### config.mk
export PLATFORM = sky130hd
export DESIGN_NAME = pwm_output_stage
export DESIGN_NICKNAME = d
export VERILOG_FILES = /design/src/rtl/pwm_pkg.sv /design/src/rtl/pwm_timebase.sv /design/src/rtl/pwm_output_stage.sv
export SDC_FILE = /design/constraint.sdc
export NUM_CORES = 1
export LEC_CHECK = 0
export CAP_MARGIN = 20
export CORE_MARGIN = 3
export CORE_UTILIZATION = 55
export DETAILED_ROUTE_END_ITERATION = 12
export DONT_BUFFER_PORTS = 1
export HOLD_SLACK_MARGIN = 0.05
export PLACE_DENSITY_LB_ADDON = 0.25
export RECOVER_POWER = 25
export SYNTH_ARGS = -nofsm -noshare
export SYNTH_HDL_FRONTEND = slang
export SYNTH_SLANG_ARGS = --single-unit
### constraint.sdc
create_clock -name clk -period 2.5 [get_ports clk]
set_input_delay 0.25 -clock clk [delete_from_list [all_inputs] [get_ports clk]]
set_output_delay 0.25 -clock clk [all_outputs]
set_load 0.05 [all_outputs]
### src/rtl/pwm_pkg.sv
// Shared constants and types for the PWM output stage and its timebase.
package pwm_pkg;

    localparam int unsigned PWM_CNT_W = 8;
    localparam logic [PWM_CNT_W-1:0] DUTY_FULL = 8'hFF;
    localparam int unsigned DEFAULT_PRESCALE = 13;

    typedef enum logic [1:0] {
        PIN_OFF,
        PIN_HIGH,
        PIN_PWM
    } pin_mode_e;

endpackage

### src/rtl/pwm_timebase.sv
// Prescaled free-running 8-bit PWM counter with an end-of-period strobe.
module pwm_timebase
    import pwm_pkg::*;
#(
    parameter int unsigned PRESCALE = DEFAULT_PRESCALE
) (
    input  logic                 clk,
    input  logic                 rst_n,
    output logic [PWM_CNT_W-1:0] pwm_cnt,
    output logic                 pwm_period_start
);

    localparam logic [7:0] PS_LAST = 8'(PRESCALE - 1);

    logic [7:0] prescaler;
    logic       tick;

    assign tick             = (prescaler == PS_LAST);
    assign pwm_period_start = tick && (pwm_cnt == '1);

    always_ff @(posedge clk or negedge rst_n) begin
        if (!rst_n) begin
            prescaler <= '0;
            pwm_cnt   <= '0;
        end else begin
            prescaler <= tick ? '0 : prescaler + 8'd1;
            if (tick) begin
                pwm_cnt <= pwm_cnt + PWM_CNT_W'(1);
            end
        end
    end

endmodule

### src/rtl/pwm_output_stage.sv
// Drives 16 pins as off, static-high or PWM from SPI-written enables and a shadowed duty byte.
module pwm_output_stage
    import pwm_pkg::*;
#(
    parameter int unsigned PRESCALE = DEFAULT_PRESCALE
) (
    input  logic                 clk,
    input  logic                 rst_n,
    input  logic [7:0]           en_reg_out_7_0,
    input  logic [7:0]           en_reg_out_15_8,
    input  logic [7:0]           en_reg_pwm_7_0,
    input  logic [7:0]           en_reg_pwm_15_8,
    input  logic [7:0]           pwm_duty_cycle,
    output logic [7:0]           uo_out,
    output logic [7:0]           uio_out,
    output logic                 pwm_period_start,
    output logic [PWM_CNT_W-1:0] pwm_cnt
);

    logic [PWM_CNT_W-1:0] duty_q;
    logic                 pwm_raw;
    logic [15:0]          en_out;
    logic [15:0]          en_pwm;
    logic [15:0]          next_out;
    logic [15:0]          out_q;

    pwm_timebase #(
        .PRESCALE(PRESCALE)
    ) u_timebase (
        .clk             (clk),
        .rst_n           (rst_n),
        .pwm_cnt         (pwm_cnt),
        .pwm_period_start(pwm_period_start)
    );

    // Duty is only picked up on the 255 -> 0 wrap so a period is never cut short.
    always_ff @(posedge clk or negedge rst_n) begin
        if (!rst_n) begin
            duty_q <= '0;
        end else if (pwm_period_start) begin
            duty_q <= pwm_duty_cycle;
        end
    end

    assign pwm_raw = (duty_q == DUTY_FULL) || (pwm_cnt < duty_q);
    assign en_out  = {en_reg_out_15_8, en_reg_out_7_0};
    assign en_pwm  = {en_reg_pwm_15_8, en_reg_pwm_7_0};

    always_comb begin
        next_out = '0;
        for (int i = 0; i < 16; i++) begin
            next_out[i] = en_out[i] && (en_pwm[i] ? pwm_raw : 1'b1);
        end
    end

    always_ff @(posedge clk or negedge rst_n) begin
        if (!rst_n) begin
            out_q <= '0;
        end else begin
            out_q <= next_out;
        end
    end

    assign uo_out  = out_q[7:0];
    assign uio_out = out_q[15:8];

endmodule

Word level (Yosys, flattened, before mapping):

Index checks and enable logic that the tools add are counted.

* add/subtract/negate cells: 2
* $lt $le $gt $ge: 1
* equal/unequal tests: 3
* mux-type cells: 17
* reduce and logical (&&, ||, !) cells: 18

Operators with widths (number)
* $logic_and 1x1->1: 17
* $add 8x1->8 const B: 2
* $eq 8x8->1 const B: 2
* $mux 1: 16
* $eq 8x4->1 const B: 1
* $lt 8x8->1: 1
* $mux 8: 1
* $logic_or 1x1->1: 1

* register bits after elaboration: 40
* input bits: 42
* output and inout port bits: 25

Depth between registers and ports, before layout:

* depth after elaboration: 4
* gate-level depth with buffers: 7

Cells and area by module:

From an unflattened synthesis, not the netlist that was laid out.

* cell total of the unflattened synthesis: 149
* area, all modules: 1833.0 sq um

Modules (own cells, without submodules)
* pwm_output_stage: instances 1, cells each 84, area an instance 1067.3 sq um, seq. area each 600.6 sq um
* pwm_timebase: instances 1, cells each 65, area an instance 765.7 sq um, seq. area each 400.4 sq um

Worst setup path before layout:

Ideal clock, no wire load.

* path type: reg-to-output
* start point: reg u_timebase.pwm_cnt[1]
* end point: out pwm_period_start
* arrival time: 2198 ps
* required time: 2250 ps
* path slack: 52 ps
* stages on the path, launching flop included: 4
* buffers on the path: 0
* cell sequence: dfrtp_1 > ha_1 > nand3_1 > nor3_1

* word-level cells in the longest chain between the ends: 2

Ends and longest elaborated chain
* from (decl): RTL line pwm_timebase.sv:9 `output logic [PWM_CNT_W-1:0] pwm_cnt,`
* from (signal assigned): RTL line pwm_timebase.sv:28 `pwm_cnt <= pwm_cnt + PWM_CNT_W'(1);`
* $eq 8x8->1: RTL line pwm_timebase.sv:19 `assign pwm_period_start = tick && (pwm_cnt == '1);`
* $logic_and 1x1->1: RTL line pwm_timebase.sv:19
* to (decl): RTL line pwm_output_stage.sv:16 `output logic pwm_period_start,`

No other way between the ends.

Worst setup path after layout:

* start point: reg u_timebase.pwm_cnt[1]
* end point: reg out_q[6]

* word-level cells in the longest chain between the ends: 4

Ends and longest elaborated chain
* $lt 8x8->1: RTL line pwm_output_stage.sv:45 `assign pwm_raw = (duty_q == DUTY_FULL) || (pwm_cnt < duty_q);`
* $logic_or 1x1->1: RTL line pwm_output_stage.sv:45
* $mux 1: RTL line pwm_output_stage.sv:52 `next_out[i] = en_out[i] && (en_pwm[i] ? pwm_raw : 1'b1);`
* $logic_and 1x1->1: RTL line pwm_output_stage.sv:52
* via next_out[6]: RTL line pwm_output_stage.sv:24 `logic [15:0] next_out;`
* to (signal assigned): RTL line pwm_output_stage.sv:60 `out_q <= next_out;`
* to (decl): RTL line pwm_output_stage.sv:25 `logic [15:0] out_q;`

The timed path passes the listed nets, and every way through them passes these cells.
A chain may end at the register's enable or synchronous reset.

==> summary.txt <==
Finish-stage setup viols = 0
Syn avg cell area = 12.62 um2
Failing checks = capacitance limit, slew limit
CTS Buffer Depth = 2
Initial DRC Count = 137
Fill cell count = 169
Comb power frac = 5.8%
CTS Sinks = 40
Relative slew slack = -12.33%
I/O pins = 67
Vias in the first global route = 1516
Synth Instances = 142
Post-synth EDFFs = 0
Endpoint type of the worst setup path = flip-flop
Worst R2R Path Depth = 7
Critical path class = flip-flop to flip-flop
Core ar. = 3078 um2
Post-Syn Area = 1792 um2
Die X = 63.08 um
Pwr Density = 533.2 nW/um2
Largest net degree at the start of global routing = 41
Final ANT Viol Nets = 0
Nets = 252
R2R Path Start = u_timebase.pwm_cnt[1]
P_int = 1.016 mW
Critical Path Source Type = flip-flop
Hold Slack = 0.5341 ns
CP endpoint = out_q[6]
Port Buffer Count = 0
Synth Warn # = 0
CTS tree = done
WP data arrival = 2.71 ns
Avg WL per Cell = 19.62 um
Switch Pwr = 0.2980 mW
FF+latch area = 1001 um2
Routed vias/inst = 5.680
Max-slew violation count = 41
Distinct cell type count of the synthesized netlist = 28
Root Buffer = clkbuf_4
Sequential fraction of the synthesis area = 55.87%
Core Util, Final = 80.04%
Final WS setup = 0.07282 ns
Initial antenna violation count = 0
Drt total wl = 4788 um
VDD IR max = 0.4060 mV
Flops & latches, synth = 40
Max FO, Critical Path = 16
Die height = 63.08 um
FMAX = 412.0 MHz
Flop pwr share = 54.4%
Global Route Usage Sum = 25.01%
Die ar. = 3978 um2
Multi-input logic area = 759.5 um2
Row cnt = 20
Slew @ Worst Pin = 1.685 ns
Area grow syn2layout = 37.50%
Pre-antenna DRT Iters = 4
Max-Cap Viols = 1
Period utilization = 97.09%
Clock power frac = 39.8%
Pre-CTS setup slack = 0.5662 ns
Clock skew = 0.004890 ns
Reg-to-reg slack, setup = 0.07 ns
Initial Util = 58.21%
DR DRC count = 0
H-Tree Depth = 2
Clock Pin Slew Worst Setup and Hold Paths = 0.12 ns
Final RePlAce weighted congestion = 0.7964
Antenna Cells = 0
Num CTS Buffers = 5
Vias = 1386
HPWL Detailed = 2672 um
Gr ovfl total = 0
Fraction of registers with async set/reset = 100.0%
Post-synth top cells = dfrtp_1, a21boi_0, ha_1, inv_1
Final min period = 2.427 ns
Req. time, crit path = 2.78 ns
Layout cell share with drive strength beyond 1 = 16.50%
Hold crit path type = flip-flop to flip-flop
Pleak = 1.161 nW
FF-to-FF End = out_q[6]
Synth area leader = dfrtp_1
Global-route wire length before repair = 7417 um
CP startpoint = u_timebase.pwm_cnt[1]
Status = complete, but fails checks
Main synth FF type = dfrtp_1
Yosys top cell area share = 55.87%
Top-count cell post-synth = dfrtp_1
Post-Syn Nets = 194
Hold Violations, Final = 0
Clk_lat worst skew = 0.34 ns
Sw frac = 22.69%
Ranking of synthesized cells by area = dfrtp_1, ha_1, a21boi_0
registers in the layout, summed over array words and instances, names as in the netlist:
signal and count:
duty_q 8, u_timebase.prescaler 8, out_q 16, u_timebase.pwm_cnt 8
critical path, stage by stage, from the launching register on:
cell and delay, ns:
dfrtp_1 0.40, buf_4 0.19, ha_1 0.36, a2111oi_4 0.35
o32ai_2 0.13, buf_6 0.17, a21boi_1 0.17, dlygate4sd3_1 0.59
routing by layer:
metal | wire length, um | global-route usage, % | up-vias
met5 | 0 | 0 | -
met4 | 169 | 12.67 | 0
met3 | 442 | 9.626 | 17
met2 | 2340 | 40.18 | 82
met1 | 1836 | 29.05 | 674
li1 | - | - | 613
logic make-up after synthesis:
logic type	after synthesis	share of synthesized area, %
multiplexers	8	5.028
adder cells (fa/ha/maj)	10	6.983
XOR/XNOR	13	6.355
AND/OR/NAND/NOR	36	12.64
AO/OA/AOI/OAI	23	10.41
buffers and inverters	12	2.724
flip-flops	40	55.87
worst min path at each step:
stage                              end  cells past startpoint               startpoint
2_1_floorplan                duty_q[0]                      0                    rst_n
3_3_place_gp   u_timebase.prescaler[4]                      0                    rst_n
3_5_place_dp   u_timebase.prescaler[5]                      0                    rst_n
4_1_cts          u_timebase.pwm_cnt[1]                      2                    rst_n
5_1_grt                      out_q[13]                      2       en_reg_out_15_8[5]
6_report       u_timebase.prescaler[6]                      1  u_timebase.prescaler[6]
final cells by class:
type,instances,share of cell area (%)
Clock inverter,2,2.438
Timing Repair Buffer,54,20.98
Multi-Input combinational cell,90,30.83
Tap cell,44,2.235
Inverter,9,1.371
Sequential cell,40,40.63
Clock buffer,5,1.524
power by group through the flow:
stage	registers [mW]	clock network [mW]	logic, mW
finish	0.715	0.523	0.0763
global route	0.716	0.559	0.0831
CTS	0.714	0.525	0.0744
detailed placement	0.726	0	0.0102
global placement	0.727	0	0.00881
floorplan	0.724	0	0.00832
cells in the final DEF (no fill, tap or decap), drive strengths merged, types with 2 or more instances in the layout:
master / n
a21boi: 16
buf: 12
clkbuf: 5
nor3: 5
xnor2: 8
and3: 2
nor2: 7
ha: 10
nand4: 7
dlygate4sd3: 41
mux2: 8
nand2: 7
xor2: 5
dfrtp: 40
inv: 9
bufinv: 2
nand3: 3
metrics by stage:
step | area (um2) | cells | setup TNS, ns | total power, mW
3_5_place_dp | 1912 | 193 | 0 | 0.7363
4_1_cts | 2440 | 242 | 0 | 1.313
5_1_grt | 2464 | 244 | -0.002680 | 1.358
6_report | 2464 | 244 | 0 | 1.314
3_3_place_gp | 1912 | 193 | 0 | 0.7354
2_1_floorplan | 1792 | 142 | 0 | 0.7323
timing repair:
action | 4_1_cts | 5_1_grt
resized for setup | 0 | 9
setup buffers | 0 | 2
setup endpoints to repair | 0 | 15
endpoints found under the hold margin | 64 | 0
hold buffers | 42 | 0
Power figures use the tool's default switching activity.
